--- src/rtl/ndn_interest_rx.sv ---
`default_nettype none
// ============================================================================
// Module      : ndn_interest_rx
// Description : Receives an NDN interest byte stream (header + MSB-first
//               prefix bytes), assembles a right-aligned, length-masked name
//               prefix and strobes it to the router. Bad headers and
//               inter-byte timeouts drop the frame with an err strobe.
// Revision    : 1.0 - initial release
// ============================================================================
module ndn_interest_rx #(
    parameter int TIMEOUT = 16
) (
    input  logic        clk,
    input  logic        rst,        // asynchronous, active-low
    input  logic [7:0]  rx_byte,
    input  logic        rx_valid,
    output logic        rx_ready,
    output logic [63:0] prefix,
    output logic [5:0]  len,
    output logic        out_bit,
    output logic        err
);

    localparam int IW = $clog2(TIMEOUT + 1);
    localparam logic [IW-1:0] c_TIMEOUT = IW'(TIMEOUT);

    localparam logic [1:0] c_IDLE    = 2'd0;
    localparam logic [1:0] c_COLLECT = 2'd1;
    localparam logic [1:0] c_EMIT    = 2'd2;

    logic [1:0]    state_q,   state_d;
    logic [55:0]   shift_q,   shift_d;
    logic [3:0]    cnt_q,     cnt_d;
    logic [IW-1:0] idle_q,    idle_d;
    logic [5:0]    len_lat_q, len_lat_d;
    logic          rx_ready_q, rx_ready_d;
    logic [63:0]   prefix_q,  prefix_d;
    logic [5:0]    len_q,     len_d;
    logic          out_bit_q, out_bit_d;
    logic          err_q,     err_d;

    logic          w_xfer;
    logic          w_hdr_ok;
    logic [63:0]   w_full;
    logic [63:0]   w_mask;
    logic [IW-1:0] w_idle_inc;

    assign w_xfer     = rx_valid && rx_ready_q;
    assign w_hdr_ok   = (rx_byte[7:6] == 2'b00) && (rx_byte[5:0] != 6'd0);
    // The incoming byte completes the shift register image; on the last byte
    // this is exactly the prefix before masking.
    assign w_full     = {shift_q, rx_byte};
    assign w_mask     = (64'd1 << len_lat_q) - 64'd1;
    assign w_idle_inc = idle_q + {{(IW-1){1'b0}}, 1'b1};

    // Next-state logic: header decode, byte collection, timeout and emit.
    always_comb begin
        state_d   = state_q;
        shift_d   = shift_q;
        cnt_d     = cnt_q;
        idle_d    = idle_q;
        len_lat_d = len_lat_q;
        prefix_d  = prefix_q;
        len_d     = len_q;
        out_bit_d = 1'b0;
        err_d     = 1'b0;
        case (state_q)
            c_IDLE: begin
                if (w_xfer) begin
                    if (w_hdr_ok) begin
                        state_d   = c_COLLECT;
                        len_lat_d = rx_byte[5:0];
                        cnt_d     = 4'(({1'b0, rx_byte[5:0]} + 7'd7) >> 3);
                        shift_d   = 56'd0;
                        idle_d    = '0;
                    end else begin
                        err_d = 1'b1;
                    end
                end
            end
            c_COLLECT: begin
                if (w_xfer) begin
                    shift_d = w_full[55:0];
                    cnt_d   = cnt_q - 4'd1;
                    idle_d  = '0;
                    if (cnt_q == 4'd1) begin
                        // Outputs are loaded now so they appear in the EMIT cycle.
                        state_d   = c_EMIT;
                        prefix_d  = w_full & w_mask;
                        len_d     = len_lat_q;
                        out_bit_d = 1'b1;
                    end
                end else begin
                    idle_d = w_idle_inc;
                    if (w_idle_inc == c_TIMEOUT) begin
                        state_d = c_IDLE;
                        idle_d  = '0;
                        cnt_d   = 4'd0;
                        err_d   = 1'b1;
                    end
                end
            end
            c_EMIT: begin
                state_d = c_IDLE;
                cnt_d   = 4'd0;
            end
            default: begin
                state_d = c_IDLE;
            end
        endcase
        // Ready is registered; it drops exactly for the EMIT cycle.
        rx_ready_d = (state_d != c_EMIT);
    end

    // State and output registers with asynchronous active-low reset.
    always_ff @(posedge clk or negedge rst) begin
        if (!rst) begin
            state_q    <= c_IDLE;
            shift_q    <= 56'd0;
            cnt_q      <= 4'd0;
            idle_q     <= '0;
            len_lat_q  <= 6'd0;
            rx_ready_q <= 1'b0;
            prefix_q   <= 64'd0;
            len_q      <= 6'd0;
            out_bit_q  <= 1'b0;
            err_q      <= 1'b0;
        end else begin
            state_q    <= state_d;
            shift_q    <= shift_d;
            cnt_q      <= cnt_d;
            idle_q     <= idle_d;
            len_lat_q  <= len_lat_d;
            rx_ready_q <= rx_ready_d;
            prefix_q   <= prefix_d;
            len_q      <= len_d;
            out_bit_q  <= out_bit_d;
            err_q      <= err_d;
        end
    end

    assign rx_ready = rx_ready_q;
    assign prefix   = prefix_q;
    assign len      = len_q;
    assign out_bit  = out_bit_q;
    assign err      = err_q;

endmodule
`default_nettype wire

--- config.mk ---
export PLATFORM = sky130hd
export DESIGN_NAME = ndn_interest_rx
export DESIGN_NICKNAME = d
export VERILOG_FILES = /design/src/rtl/ndn_interest_rx.sv
export SDC_FILE = /design/constraint.sdc
export NUM_CORES = 1
export LEC_CHECK = 0
export ABC_AREA = 1
export CORE_ASPECT_RATIO = 0.75
export CORE_MARGIN = 4
export CORE_UTILIZATION = 40
export CTS_CLUSTER_DIAMETER = 30
export DETAILED_ROUTE_END_ITERATION = 6
export PLACE_DENSITY = 0.57
export SLEW_MARGIN = 15
export SYNTH_ARGS = -nofsm -noshare
export SYNTH_HDL_FRONTEND = slang
export SYNTH_SLANG_ARGS = --single-unit
--- constraint.sdc ---
create_clock -name clk -period 2.82 [get_ports clk]
set_input_delay 0.282 -clock clk [delete_from_list [all_inputs] [get_ports clk]]
set_output_delay 0.282 -clock clk [all_outputs]
set_load 0.1 [all_outputs]
Word level (Yosys, flattened, before mapping)
Index checks and enable logic that the tools add are counted.
{ "op_classes": {"n_eq_ne": 9, "n_bitwise": 1, "n_reduce_logical": 12, "addsub": 4, "n_mux": 28, "n_shift": 1} }
{ "op_table": {"columns": ["op", "count"], "rows": [
  ["56-bit two-way mux", 3],
  ["56-bit one-hot mux with 2 select lines", 1],
  ["64-bit bitwise AND", 1],
  ["1-bit by 6-bit << shifter with 64-bit output (first input constant)", 1],
  ["64-bit by 1-bit subtractor with 64-bit output (second input constant)", 1],
  ["5-bit two-way mux", 4],
  ["4-bit two-way mux", 4],
  ["4-bit one-hot mux with 3 select lines", 1],
  ["2-bit two-way mux", 5],
  ["5-bit one-hot mux with 2 select lines", 1],
  ["3-bit AND reduction", 3],
  ["2-bit inequality test (second input constant)", 4],
  ["4-bit AND reduction", 2],
  ["6-bit by 3-bit adder with 7-bit output (second input constant)", 1],
  ["1-bit two-way mux", 7],
  ["6-bit nonzero test", 1],
  ["5-bit by 1-bit adder with 5-bit output (second input constant)", 1],
  ["5-bit equality test (second input constant)", 1],
  ["4-bit by 1-bit equality test with 1-bit output (second input constant)", 1],
  ["2-bit zero test", 2],
  ["2-bit one-hot mux with 2 select lines", 1],
  ["4-bit by 1-bit subtractor with 4-bit output (second input constant)", 1],
  ["3-bit inequality test (second input constant)", 1],
  ["3-bit nonzero test", 1],
  ["5 further kinds", 6]
]} }
{ "totals": {"out_inout_bits": 73, "word_cells": 65, "regBits": 146, "in_bits": 11} }

Logic depth before layout (Yosys ltp)
{ "depth": {"word_depth": 6, "depth_mapped": 17, "ltp_nobuf": 15} }

Worst setup path before layout
OpenSTA, ideal clock, no wires.
{ "synth_timing": {"path_kind": "register -> register", "from": "reg rx_ready_q, in the netlist rx_ready", "to": "reg prefix_q[8], in the netlist prefix[8]", "required_time_ns": 2.737, "stages_incl_launch_ff": 9, "setup_slack_ns": 0.625, "arrival_ns": 2.113, "synth_period_minus_slack_ns": 2.195, "n_path_buf": 2, "setup_ns": 0.083, "path_cell_list": "dfrtp_1 -> nand2_1 -> nor2_1 -> inv_1 -> nor2_1 -> buf_2 -> clkbuf_1 -> o211ai_1 -> o21ai_0"} }
{ "synth_via": {"elab_chain_cells": 2} }
{ "synth_lines": {"columns": ["item", "line_no", "text"], "rows": [
  ["start, declared", "36", "logic rx_ready_q, rx_ready_d;"],
  ["start signal, assigned", "134", "rx_ready_q <= rx_ready_d;"],
  ["1-bit logical AND", "48", "assign w_xfer = rx_valid && rx_ready_q;"],
  ["3-bit AND reduction (no line)", null, null],
  ["end signal, assigned", "135", "prefix_q <= prefix_d;"],
  ["end, declared", "37", "logic [63:0] prefix_q, prefix_d;"]
]} }
Every way passes these cells.
A chain may end at the register's enable or synchronous reset.

Worst setup path in the final report
{ "layout_timing": {"from": "reg len_lat_q[2]", "to": "reg prefix_q[58], in the netlist prefix[58]"} }
{ "layout_via": {"elab_chain_cells": 3} }
{ "layout_lines": {"columns": ["item", "line_no", "text"], "rows": [
  ["start, declared", "35", "logic [5:0] len_lat_q, len_lat_d;"],
  ["start signal, assigned", "133", "len_lat_q <= len_lat_d;"],
  ["1-bit by 6-bit << shifter with 64-bit output", "53", "assign w_mask = (64'd1 << len_lat_q) - 64'd1;"],
  ["64-bit by 1-bit subtractor with 64-bit output", "53", null],
  ["64-bit bitwise AND", "89", "prefix_d = w_full & w_mask;"]
]} }
Every way passes these cells.

==> flow_summary.toml <==
[synth]
yosysTopAreaCellShare_pct = 42.72
synth_most_common_cell = "nand2_1"
syn_inst = 1216
async_reset_ff_share_pct = 100.0
yosys-top-cells-area = "dfrtp_1 (43%), nand2_1 (14%), nor2_1 (8.5%)"
ys.flop_type = "dfrtp_1"
ys_top_cells_by_count = "nand2_1 (328), nor2_1 (193), dfrtp_1 (145)"
ys_warn_count = 0
synth-edff-count = 0
netlist.top_cell.by_area = "dfrtp_1"
ys_ff_latch = 145
syn_area_per_cell_um2 = 6.986
yosysSeqAreaShare_pct = 42.72
syn-cell-area_mm2 = 0.008494
yosysUniqueCellTypes = 34
synth_fp_nets = 1234

[run]
max-cap-violations = 0

[cts]
cts_max_path_buffers = 2
post_cts_buffers = 0
cts.clk_slew.worst_paths_ns = 0.07
cts_tree = "built"
cts-root-buf = "clkbuf_16"
cts.sinks = 145
ctsHtreeMaxLevel = 4
cts_buffers = 17
worst_skew_pair.late_latency_ns = 0.45

[global_routing]
use_met1_pct = 44.16
top_usage_layer = "met1"
grt-ovfl-total = 0
antenna_found_initial = 0
grtUsageTotal_pct = 28.60
use_met3_pct = 10.31
grt_first_pass_wirelength_mm = 51.46
grt_max_degree = 70
grt_pass1_vias = 8491
gr-usage-met2_pct = 38.36

[cells_and_area]
diodes = 0
syn2layout_area_growth_pct = 20.49
drive_gt1_share_pct = 14.62
finalNetCount = 1325
n_fill_cell = 2126

[drt]
drt-vias-per-instance = 5.536
wl_mm = 33.44
drcViolationCount = 0
vias = 8868
routedWlPerCell_um = 20.87
drtAntennaViolNets = 0
first_pass_iters = 5
first_iter_violations = 1030

[critical_path]
rr_worst_depth = 14
endpoint_kind = "flip-flop"
r2r_start = "len_lat_q[2]"
critPathRequiredTime_ns = 3.15
path_max_fanout = 15
crit_type = "reg -> reg"
crit_path_start_kind = "flip-flop"
rrSetupSlack_ns = 0.29
worst_ep_arrival_time_ns = 2.86
r2r_end = "prefix[58]"

[timing]
skew_ns = 0.01183
tns_ns = 0
setup_violations = 0
slew_headroom_pct = 57.68
period_share_pct = 89.61
worstMarginPinSlew_ns = 0.6325
grt_setup_unrepaired = "false"
finalHoldViolations = 0
period_minus_slack_ns = 2.527
drv_slew = 0
max_freq_mhz = 395.7

[floorplan]
fp.dieH_um = 134.2
coreArea_mm2 = 0.02055
rows = 45
dieWidth_um = 176.3
io_pins = 84
die_area_mm2 = 0.02366
start_util_pct = 41.33

[place]
hpwl_mm = 25.28
portBuffers = 83
gp_congestion = 1.038

[worst_hold_path]
hold_path_class = "in -> async"

[status]
status = "completed"
stage by stage:
stage               cells  setup WS, ns  hold slack, ns  cell area [µm²]  utilization [%]
floorplan            1216        0.6246        -0.01359             8494                -
finish               1602        0.2931          0.3642            10230            49.80
CTS                  1602        0.3451          0.3794            10230            49.80
global placement     1569        0.3769          0.2786             9629            46.86
global route         1602       0.07118          0.4207            10230            49.80
detailed placement   1569        0.3716          0.2788             9629            46.86
per-layer routing:
metal,up-vias,wire length [µm]
met5,-,0
met4,0,371
met3,31,3727
met2,400,13080
met1,4249,16260
li1,4188,-
cell type report:
cell class                      instances  area [µm²]  share of cell area [%]
Sequential cell                       145        3628                   35.45
Timing Repair Buffer                  134        1072                   10.48
Multi-Input combinational cell        900        4175                   40.79
Inverter                              109       410.4                   4.010
Clock inverter                         15       170.2                   1.663
Clock buffer                           17       425.4                   4.156
Tap cell                              282       352.8                   3.447
layout by cell type (no fill, tap or decap), types with 4 or more instances in the layout:
cell type / synthesis / routed
buf_4: 2 / 120
a21oi_1: 7 / 7
nand2_1: 328 / 328
o21ai_1: 16 / 16
xor2_1: 5 / 5
inv_8: 0 / 4
clkdlybuf4s50_1: 0 / 9
clkbuf_16: 0 / 17
inv_2: 13 / 13
nand4_1: 62 / 62
dfrtp_1: 145 / 145
nor3_1: 15 / 15
inv_1: 94 / 93
o41ai_1: 6 / 6
nor2_1: 193 / 192
ha_1: 7 / 7
nand3_1: 130 / 130
o21ai_0: 80 / 80
o31ai_1: 21 / 21
nor2_2: 9 / 10
registers in the layout, indices dropped and copies added, names as in the netlist:
register,cells
cnt_q,4
idle_q,5
prefix,64
state_q,2
shift_q,55
len,6
len_lat_q,6
err,1
rx_ready,1
out_bit,1
worst max path at each step:
stage | startpoint | slack (ns) | cells after the start | end
6_report | len_lat_q[2] | 0.29 | 14 | prefix[58]
5_1_grt | len_lat_q[3] | 0.07 | 13 | prefix[26]
4_1_cts | len_lat_q[1] | 0.35 | 14 | prefix[42]
3_5_place_dp | len_lat_q[1] | 0.37 | 14 | prefix[42]
3_3_place_gp | len_lat_q[3] | 0.38 | 15 | prefix[42]
2_1_floorplan | rx_ready | 0.62 | 8 | prefix[8]
worst max-delay path, cell delays in order, from the launching register on:
cell,delay [ns]
dfrtp_1,0.60
inv_2,0.06
buf_4,0.21
nor2_4,0.33
nand4_1,0.30
nand2_1,0.29
inv_1,0.10
nand2_1,0.10
nor2_1,0.05
nand2_1,0.09
nor2_1,0.07
nand2_1,0.06
nand2_1,0.05
nand3_1,0.06
nand2_1,0.05
cells by family (layout without fill, tap and decap cells):
kind of cell | Yosys count | in the layout | share of synthesized area (%)
compound gates | 135 | 135 | 9.000
flops | 145 | 145 | 42.72
simple gates | 751 | 751 | 38.37
xor+xnor | 7 | 7 | 0.7218
buf+inv | 171 | 275 | 8.160
fa+ha+maj | 7 | 7 | 1.031
repair_timing:
item | CTS | global route
setup endpoints to repair | 0 | 0
endpoints found under the hold margin | 49 | 0
resized for setup | 0 | 0
hold buffers | 1 | 0
Power is left out: the tool's default activity adds up to more than one toggle a clock period on the data nets, which glitch-free logic cannot reach.
